[config.mk]
export PLATFORM = sky130hd
export DESIGN_NAME = move_commit_ctrl
export DESIGN_NICKNAME = d
export VERILOG_FILES = /design/src/rtl/ttt_pkg.sv /design/src/rtl/win_detect.sv /design/src/rtl/move_commit_ctrl.sv
export SDC_FILE = /design/constraint.sdc
export NUM_CORES = 1
export LEC_CHECK = 0
export CORE_AREA = 8 8 85 87
export CTS_BUF_LIST = sky130_fd_sc_hd__clkbuf_16
export DETAILED_ROUTE_END_ITERATION = 6
export DIE_AREA = 0 0 93 95
export GPL_ROUTABILITY_DRIVEN = 0
export HOLD_SLACK_MARGIN = 0.02
export PLACE_DENSITY = 0.78
export SLEW_MARGIN = 20
export SYNTH_ARGS = -nofsm -noshare
export SYNTH_HDL_FRONTEND = slang
export SYNTH_HIERARCHICAL = 1
export SYNTH_SLANG_ARGS = --single-unit
[constraint.sdc]
create_clock -name clk -period 2.05 [get_ports clk]
set_input_delay 0.41 -clock clk [delete_from_list [all_inputs] [get_ports clk]]
set_output_delay 0.41 -clock clk [all_outputs]
set_load 0.1 [all_outputs]
[src/rtl/ttt_pkg.sv]
`default_nettype none
// ============================================================================
// ttt_pkg : shared cell/state encodings and winning-line table for tic-tac-toe
// Revision: 1.0
// ============================================================================
package ttt_pkg;

   typedef enum logic [1:0] {
      EMPTY = 2'b00,
      P1    = 2'b01,
      P2    = 2'b10
   } cell_t;

   typedef enum logic [1:0] {
      IDLE  = 2'd0,
      CHECK = 2'd1,
      EVAL  = 2'd2,
      DONE  = 2'd3
   } state_t;

   localparam int N_LINES = 8;

   // Rows, then columns, then the two diagonals
   localparam logic [3:0] WIN_LINES [N_LINES][3] = '{
      '{4'd0, 4'd1, 4'd2},
      '{4'd3, 4'd4, 4'd5},
      '{4'd6, 4'd7, 4'd8},
      '{4'd0, 4'd3, 4'd6},
      '{4'd1, 4'd4, 4'd7},
      '{4'd2, 4'd5, 4'd8},
      '{4'd0, 4'd4, 4'd8},
      '{4'd2, 4'd4, 4'd6}
   };

endpackage
`default_nettype wire

[src/rtl/win_detect.sv]
`default_nettype none
// ============================================================================
// win_detect : combinational three-in-a-row detector over the 9-cell board
// Revision: 1.0
// ============================================================================
module win_detect
   import ttt_pkg::*;
(
   input  logic [17:0] board_i,
   output logic [1:0]  winner_o
);

   logic [1:0] a_w, b_w, c_w;

   always_comb begin
      winner_o = EMPTY;
      a_w      = EMPTY;
      b_w      = EMPTY;
      c_w      = EMPTY;
      for (int l = 0; l < N_LINES; l++) begin
         a_w = board_i[2*WIN_LINES[l][0] +: 2];
         b_w = board_i[2*WIN_LINES[l][1] +: 2];
         c_w = board_i[2*WIN_LINES[l][2] +: 2];
         if (a_w != EMPTY && a_w == b_w && a_w == c_w) begin
            winner_o = a_w;
         end
      end
   end

endmodule
`default_nettype wire

[src/rtl/move_commit_ctrl.sv]
`default_nettype none
// ============================================================================
// move_commit_ctrl : validates selector moves, commits marks, tracks turn/win
// Revision: 1.0
// ============================================================================
module move_commit_ctrl
   import ttt_pkg::*;
#(
   parameter int NUM_CELLS      = 9,
   parameter int POS_W          = 4,
   parameter int TIMEOUT_CYCLES = 0
) (
   input  logic                   clk,
   input  logic                   reset,
   input  logic [POS_W-1:0]       pos,
   input  logic                   ready,
   input  logic                   new_game,
   output logic [2*NUM_CELLS-1:0] board,
   output logic                   turn,
   output logic                   move_ok,
   output logic                   move_rej,
   output logic                   timeout,
   output logic                   game_over,
   output logic [1:0]             winner
);

   localparam int CNT_W  = $clog2(NUM_CELLS + 1);
   localparam int IDLE_W = (TIMEOUT_CYCLES > 1) ? $clog2(TIMEOUT_CYCLES) : 1;
   localparam logic [IDLE_W-1:0] c_IDLE_LAST = IDLE_W'(TIMEOUT_CYCLES - 1);

   state_t                   state_q, state_d;
   logic                     ready_q, armed_q;
   logic [POS_W-1:0]         pos_q, pos_d;
   logic [2*NUM_CELLS-1:0]   board_q, board_d;
   logic                     turn_q, turn_d;
   logic [CNT_W-1:0]         move_cnt_q, move_cnt_d;
   logic [IDLE_W-1:0]        idle_cnt_q, idle_cnt_d;
   logic                     move_ok_q, move_ok_d;
   logic                     move_rej_q, move_rej_d;
   logic                     timeout_q, timeout_d;
   logic                     game_over_q, game_over_d;
   logic [1:0]               winner_q, winner_d;

   logic                     req_w, in_range_w;
   logic [POS_W-1:0]         cell_idx_w;
   logic [1:0]               win_w;
   cell_t                    mark_w;

   win_detect u_win_detect (
      .board_i  (board_q),
      .winner_o (win_w)
   );

   // armed_q blocks a ready level already high when reset releases from
   // being taken as a fresh rising edge.
   assign req_w      = ready & ~ready_q & armed_q;
   assign in_range_w = (pos_q < POS_W'(NUM_CELLS));
   assign cell_idx_w = in_range_w ? pos_q : '0;
   assign mark_w     = turn_q ? P2 : P1;

   always_comb begin
      state_d     = state_q;
      pos_d       = pos_q;
      board_d     = board_q;
      turn_d      = turn_q;
      move_cnt_d  = move_cnt_q;
      idle_cnt_d  = idle_cnt_q;
      winner_d    = winner_q;
      game_over_d = game_over_q;
      move_ok_d   = 1'b0;
      move_rej_d  = 1'b0;
      timeout_d   = 1'b0;

      case (state_q)
         IDLE: begin
            if (req_w) begin
               pos_d      = pos;
               idle_cnt_d = '0;
               state_d    = CHECK;
            end else if (TIMEOUT_CYCLES != 0) begin
               if (idle_cnt_q == c_IDLE_LAST) begin
                  timeout_d  = 1'b1;
                  turn_d     = ~turn_q;
                  idle_cnt_d = '0;
               end else begin
                  idle_cnt_d = idle_cnt_q + IDLE_W'(1);
               end
            end
         end
         CHECK: begin
            if (!in_range_w || board_q[{cell_idx_w, 1'b0} +: 2] != EMPTY) begin
               move_rej_d = 1'b1;
               state_d    = IDLE;
            end else begin
               board_d[{cell_idx_w, 1'b0} +: 2] = mark_w;
               move_cnt_d = move_cnt_q + CNT_W'(1);
               state_d    = EVAL;
            end
         end
         EVAL: begin
            move_ok_d = 1'b1;
            if (win_w != EMPTY) begin
               winner_d    = win_w;
               game_over_d = 1'b1;
               state_d     = DONE;
            end else if (move_cnt_q == CNT_W'(NUM_CELLS)) begin
               winner_d    = EMPTY;
               game_over_d = 1'b1;
               state_d     = DONE;
            end else begin
               turn_d  = ~turn_q;
               state_d = IDLE;
            end
         end
         default: ;
      endcase

      if (new_game) begin
         state_d     = IDLE;
         board_d     = '0;
         turn_d      = 1'b0;
         move_cnt_d  = '0;
         idle_cnt_d  = '0;
         winner_d    = EMPTY;
         game_over_d = 1'b0;
         move_ok_d   = 1'b0;
         move_rej_d  = 1'b0;
         timeout_d   = 1'b0;
      end
   end

   always_ff @(posedge clk or posedge reset) begin
      if (reset) begin
         state_q     <= IDLE;
         ready_q     <= 1'b0;
         armed_q     <= 1'b0;
         pos_q       <= '0;
         board_q     <= '0;
         turn_q      <= 1'b0;
         move_cnt_q  <= '0;
         idle_cnt_q  <= '0;
         move_ok_q   <= 1'b0;
         move_rej_q  <= 1'b0;
         timeout_q   <= 1'b0;
         game_over_q <= 1'b0;
         winner_q    <= EMPTY;
      end else begin
         state_q     <= state_d;
         ready_q     <= ready;
         armed_q     <= armed_q | ~ready;
         pos_q       <= pos_d;
         board_q     <= board_d;
         turn_q      <= turn_d;
         move_cnt_q  <= move_cnt_d;
         idle_cnt_q  <= idle_cnt_d;
         move_ok_q   <= move_ok_d;
         move_rej_q  <= move_rej_d;
         timeout_q   <= timeout_d;
         game_over_q <= game_over_d;
         winner_q    <= winner_d;
      end
   end

   assign board     = board_q;
   assign turn      = turn_q;
   assign move_ok   = move_ok_q;
   assign move_rej  = move_rej_q;
   assign timeout   = timeout_q;
   assign game_over = game_over_q;
   assign winner    = winner_q;

endmodule
`default_nettype wire
==> results of run 1 <==
cell type report:
cell class                 instances  area (um^2)  share of cell area (%)
inverter                          11        43.79                  0.9714
clock inverter                     3        46.29                   1.027
clock buffer                       5        125.1                   2.775
sequential                        36        940.9                   20.87
multi-input combinational        226         2017                   44.74
tap                               75        93.84                   2.082
timing repair buffer             134         1241                   27.53
repair_timing:
action | CTS | global route
endpoints found under the setup margin | 28 | 28
cloned | 1 | 0
pin swaps | 18 | 22
hold buffers | 0 | 0
gates resized for setup | 43 | 62
setup buffers | 18 | 14
flip-flops by register name, summed over array words and instances (netlist names):
name and count:
turn 1, move_cnt_q 4, move_rej 1, pos_q 4
armed_q 1, ready_q 1, board 18, move_ok 1
game_over 1, winner 2, state_q 2
power by group through the flow:
stage	clock, mW	sequential, mW	combinational [mW]
final	0.917	0.923	2.86
after global routing	0.951	0.931	2.96
after CTS	0.908	0.891	2.17
after detailed placement	0	0.909	1.69
after global placement	0	0.903	1.65
after floorplan	0	0.963	0.975
cell usage after synthesis (2+ instances only):
| cell type | number |
|---|---|
| a211oi_1 | 5 |
| a21oi_1 | 15 |
| a22oi_1 | 2 |
| and3_1 | 11 |
| buf_4 | 2 |
| buf_6 | 3 |
| clkbuf_1 | 4 |
| dfrtp_1 | 36 |
| ha_1 | 9 |
| inv_1 | 10 |
| mux2_2 | 5 |
| mux2_4 | 2 |
| mux2i_1 | 8 |
| nand2_1 | 29 |
| nand2b_1 | 4 |
| nand3_1 | 11 |
| nand4b_1 | 4 |
| nand4bb_1 | 2 |
| nor2_1 | 23 |
| nor2b_1 | 6 |
| nor2b_2 | 2 |
| nor3_1 | 19 |
| nor4_1 | 5 |
| nor4b_2 | 2 |
| o2111a_1 | 2 |
| o2111ai_1 | 3 |
| o21a_1 | 6 |
| o21ai_0 | 6 |
| o21ai_1 | 2 |
| o2bb2ai_1 | 2 |
| o311ai_1 | 2 |
| o31ai_1 | 3 |
| or3_1 | 5 |
| xnor2_1 | 4 |
logic make-up after synthesis:
family / Yosys count / synth area share (%)
buffers and inverters: 22 / 4.444
XOR/XNOR: 5 / 1.691
multiplexers: 15 / 6.425
adder cells (fa/ha/maj): 9 / 4.348
AND/OR/NAND/NOR: 135 / 29.90
other: 1 / 0.1448
flip-flops: 36 / 34.78
AO/OA/AOI/OAI: 61 / 18.26
cell usage in the layout, fill, tap and decap left out, types with 3 or more instances in the layout:
cell and n:
dfrtp_1 16, nand3_1 10, inv_1 9, nor2_2 5, nor4_1 3, dfrtp_2 14, and3_4 3, nor4b_4 3
buf_4 97, a21oi_2 9, buf_6 18, nor2_4 5, a21oi_1 6, clkbuf_16 5, nor2b_1 5, nor3_1 13
mux2i_1 8, mux2_4 3, o2111ai_2 3, or3_4 3, and3_1 8, nand2b_1 4, nor3_4 4, nor3_2 3
nor4_2 3, mux2_2 4, nand2_1 28, o31ai_1 3, ha_1 7, o21ai_2 3, nor2_1 13, buf_12 12
clkdlybuf4s50_1 7, or3_1 3, dfrtp_4 6, o21ai_0 3, nand4b_1 4, o21a_1 5
worst max-delay path, delay by kind of cell (launching register included):
family / cells / cell delay, ns
DFF: 1 / 0.54
muxes: 1 / 0.31
and+or+nand+nor: 2 / 0.33
AOI/OAI and AO/OA: 3 / 0.66
buffers and inverters: 3 / 0.52
per-layer routing:
layer | wire length (um) | GRT usage, % | up-vias
met3 | 1170 | 5.159 | 109
met5 | 0 | 0 | -
met1 | 4291 | 27.70 | 1512
met2 | 5725 | 41.18 | 304
li1 | - | - | 1311
met4 | 945 | 14.09 | 0
worst paths after layout:
kind                          start          to  slack, ns  cells after the start
max in group asynchronous     reset    board[8]       1.16                      3
min                         armed_q     armed_q       0.50                      1
max                        board[0]   board[10]      -0.44                      9
max reg2reg                board[0]   board[10]      -0.44                      9
min reg2reg                 armed_q     armed_q       0.50                      1
min in group asynchronous     reset  state_q[1]       0.52                      3
==> results.md, run 1 <==
* Tot Pwr at 4.696 mW
* GRT Overall Usage at 24.24%
* Total gr overflow at 0
* H-tree Lvls at 2
* Yosys cell types at 64
* Hold_ws at about 0.50 ns
* Placement Cell Area at 0.003636 mm^2
* Worst-margin pin slew at 0.5014 ns
* CTS Buf Count at 5
* Fin nets at 431
* DRT iter0 DRCs at 382
* Critical Path Sink Type: flop
* Vias per cell at 6.604
* Die width at 93 um
* Reg clk slew, reported paths at 0.06 ns
* Syn Inst Count at between 200 and 300
* Starting Density at approximately 45%
* Worst vdd ir at 0.001047 V
* I/O pins at 33
* Layout cells sized above 1 at 57.59%
* Syn Nets at ~300
* Vias at between 3k and 4k
* Net Switching at 1.999 mW
* CTS tree: yes
* EDFF count, synth at 0
* Yosys Warn Count at 6
* Post-synthesis async set-or-reset flop share at 100.0%
* Peak Freq at 401.9 MHz
* Startpoint types: flop
* Fill cells at 352
* Crit path max fanout at 9
* Cell area after layout at 0.004508 mm^2
* Slowest-stage cell, CP: dfrtp_4
* DRC Markers at 0
* # rows at 28
* CP max stage delay at 0.54 ns
* Post-Syn Area at roughly 0.0026 mm^2
* Ys flop type: dfrtp_1
* TritonRoute pass-1 iters at 5
* Status: complete, but fails checks
* Top cells by area, synth: dfrtp_1 35%, ha_1 4.3%, nand2_1 4.2%
* Min Tclk post-route at 2.488 ns
* Yosys top cell by area: dfrtp_1
* Die ar. at 0.008835 mm^2
* CTS root buf: clkbuf_16
* Worst path required time at 2.22 ns
* First-pass GRT wire length at roughly 17000 um
* Clk pwr share at ~20%
* Vias in the first global route at 3199
* ANT cells at 0
* Max Buffers Root-to-Sink at 2
* Setup_tns at -6.677 ns
* Combinational share of power at 60.8%
* Area fraction of the dominant cell type after synthesis at 34.78%
* Clk Latency, worst-skew pair at 0.29 ns
* P&R area growth vs syn at 74.06%
* Most repeated library cell on the critical path: buf_4
* Pwr Density at 1042 mW/mm^2
* Final Max Tran Viols at 0
* Core Region at 0.005816 mm^2
* Switching Fraction at 42.57%
* Clk sink count at 36
* Sequential area share after synthesis at 34.78%
* Cell Chain, Critical Path: buf_4 > nor2_2 > a211oi_2 > o41ai_4 > buf_4 > o21a_4 > buf_6 > nand3b_1 > mux2i_1
* Largest net degree at the start of global routing at 37
* Max-Cap Viols at 0
* Die Span Y at 95 um
* Detail-routed net length per standard cell at 24.76 um
* Layout Utilization at 77.52%
* Final HPWL DP at roughly 6300 um
* Hold Path Class: flop to flop
* Final setup viols at 26
* Initial antenna violation count at 0
* Static Leak at 1.964 nW
* Pint at 2.697 mW
* Sequential power share at 19.6%
* Worst rel slew slack at 66.29%
* Failing checks: negative setup slack
* Final Non-Filler Cells at 490
* Arr. time, crit path at 2.66 ns
* PnR worst setup slack at -0.4379 ns
* Final Hold Vio Count at 0
* Total wire length at 12130 um
* Unrepaired setup endpoints after global routing: true
* Antenna Nets Post-Route at 0
* Placed instance count at roughly 450
* Final Skew at 0.005412 ns
* Dpl ws at -0.3378 ns
* Critical path class: flop to flop
* Number of synthesized register bits at 36
* Post-Syn Area per Cell at 9.120 um^2
* Final Cycle Share at 121.4%
* Number of input and output port buffers inserted at 31
Power figures use the tool's default switching activity.
==> run 2, diff against run 1 <==
Settings changed: GPL_ROUTABILITY_DRIVEN 0 to 1.
==> results.md, run 2 (synthesis results as in run 1) <==
* Fill cells at 410 (+16%)
* Vias per cell at 6.190 (-6.3%)
* Largest net degree at the start of global routing at 37 (unchanged)
* Die Span Y at 95 um (unchanged)
* P&R area growth vs syn at 64.25%
* CTS Hold Bufs at 0 (unchanged)
* Static Leak at 1.865 nW (-5.1%)
* Most frequent cells in the layout: 91 x buf_4, 27 x nand2_1, 16 x dfrtp_1
* Vias in the first global route at 3074 (-3.9%)
* DRT iter0 DRCs at 254 (-34%)
* Peak Freq at 427.6 MHz (+6.4%)
* Total gr overflow at 0 (unchanged)
* Final Cycle Share at 114.1% (-7.3 points)
* Placed instance count at 457 (+0.66%)
* Final Max Tran Viols at 0 (unchanged)
* Commonest non-fill, non-tap cell in the layout: buf_4
* PnR worst setup slack at -0.2887 ns (+0.1492 ns)
* Startpoint types: flop
* Layout cells sized above 1 at 52.85% (-4.7 points)
* Routability cong. at approximately 1.1
* Hold_ws at 0.4781 ns (-0.02078 ns)
* Reg2Reg Setup Slack at -0.29 ns (+0.15 ns)
* Clk sink count at 36 (unchanged)
* DRC Markers at 0 (unchanged)
* Combinational share of power at 53.6% (-7.2 points)
* Dpl ws at -0.2784 ns (+0.05931 ns)
* Sequential power share at 23.5% (+3.9 points)
* Net Switching at 1.634 mW (-18%)
* CTS Buf Count at 5 (unchanged)
* Antenna Nets Post-Route at 0 (unchanged)
* First-pass GRT wire length at 15330 um (-8.3%)
* Arr. time, crit path at 2.51 ns (-0.15 ns)
* Worst path required time at 2.22 ns (about the same)
* Max-Cap Viols at 0 (unchanged)
* Critical Path Sink Type: flop
* Final HPWL DP at 6664 um (+5.0%)
* Core Region at 0.005816 mm^2 (unchanged)
* Max reg flops at 18 (unchanged)
* Min Tclk post-route at 2.339 ns (-0.1492 ns)
* Vias at 2959 (-8.6%)
* Hold Path Class: flop to flop
* Failing checks: negative setup slack
* Fin nets at 419 (-2.8%)
* Final Skew at 0.009723 ns (+0.004311 ns)
* Total wire length at 10140 um (-16%)
* Critical path class: flop to flop
* Final Non-Filler Cells at 478 (-2.4%)
* Status: complete, but fails checks
* Crit path max fanout at 6 (-3)
* CTS root buf: clkbuf_16
* Unrepaired setup endpoints after global routing: true
* CTS tree: yes
* Max Buffers Root-to-Sink at 2 (unchanged)
* Die ar. at 0.008835 mm^2 (unchanged)
* # rows at 28 (unchanged)
* Die width at 93 um (unchanged)
* Starting Density at 44.54% (unchanged)
* Clk pwr share at 22.9% (+3.4 points)
* Detail-routed net length per standard cell at 21.21 um (-14%)
* Final setup viols at 28 (+7.7%)
* Tot Pwr at 3.907 mW (-17%)
* Initial antenna violation count at 0 (unchanged)
* Pwr Density at 918.4 mW/mm^2 (-12%)
* Worst vdd ir at 0.0008500 V (-19%)
* Number of input and output port buffers inserted at 31 (unchanged)
* TritonRoute pass-1 iters at 5 (unchanged)
* ANT cells at 0 (unchanged)
* I/O pins at 33 (unchanged)
* Clk Latency, worst-skew pair at 0.29 ns (about the same)
* Final Hold Vio Count at 0 (unchanged)
* GRT Overall Usage at 21.99% (-2.2 points)
* Switching Fraction at 41.81% (-0.76 points)
* Setup_tns at -5.255 ns (+1.422 ns)
* Reg clk slew, reported paths at 0.06 ns (about the same)
* H-tree Lvls at 2 (unchanged)
* Pint at 2.273 mW (-16%)
run 2: changes by cell type in the layout (fill, tap and decap cells not counted), moves of 3 or more:
cell     previous run  this run
buf_6              18         9
buf_4              97        91
a21oi_1             6        11
a21oi_2             9         4
and3_4              3         0
nor3_4              4         1
run 2: through the flow:
stage               utilization [%]  area [um^2]
global route                  73.15         4254
CTS                           69.51         4043
finish                        73.15         4254
global placement              63.12         3671
floorplan                         -         2643
detailed placement            63.12         3671
run 2: power groups by stage:
stage	clock network [mW]	logic, mW	registers, mW
floorplan	0	0.975	0.963
global placement	0	1.58	0.904
detailed placement	0	1.63	0.909
CTS	0.886	1.85	0.901
global route	0.923	2.19	0.920
finish	0.895	2.10	0.916
run 2: what timing repair did:
action / in CTS / in global routing
gates resized for setup: 29 / 40
endpoints found under the setup margin: 28 / 28
pin swaps: 17 / 17
buffers inserted: 11 / 4
run 2: worst max-delay path: stages, from the launching register on:
cell and delay, ns:
dfrtp_4 0.50, or3_4 0.35, a21oi_4 0.16, nor2b_1 0.07, o2111a_1 0.26, o311ai_4 0.33, nor2_4 0.07, buf_4 0.14
o211ai_1 0.11, xnor2_1 0.17, nor2_1 0.06
run 2: final cells by class:
type                       count  area, um^2  share of cell area, %
multi-input combinational    226        1874                  44.06
timing repair buffer         122        1140                  26.79
sequential                    36       940.9                  22.12
clock buffer                   5       125.1                  2.941
tap                           75       93.84                  2.206
inverter                      11       41.29                 0.9706
clock inverter                 3       38.79                 0.9118
run 2: final timing paths:
check                             to  cells after the start      from
max in group asynchronous   board[5]                      3     reset
hold reg to reg              armed_q                      1   armed_q
setup / recovery                turn                     10  board[8]
min in group asynchronous  board[10]                      3     reset
setup reg to reg                turn                     10  board[8]
hold / removal               armed_q                      1   armed_q
run 2: metal layers:
layer  GRT usage, %  share of wire, %  wire (um)
met5              0                 0          0
met4          10.20               3.7        377
met3          5.159               7.9        804
met2          37.40                49       4994
met1          25.72                39       3960
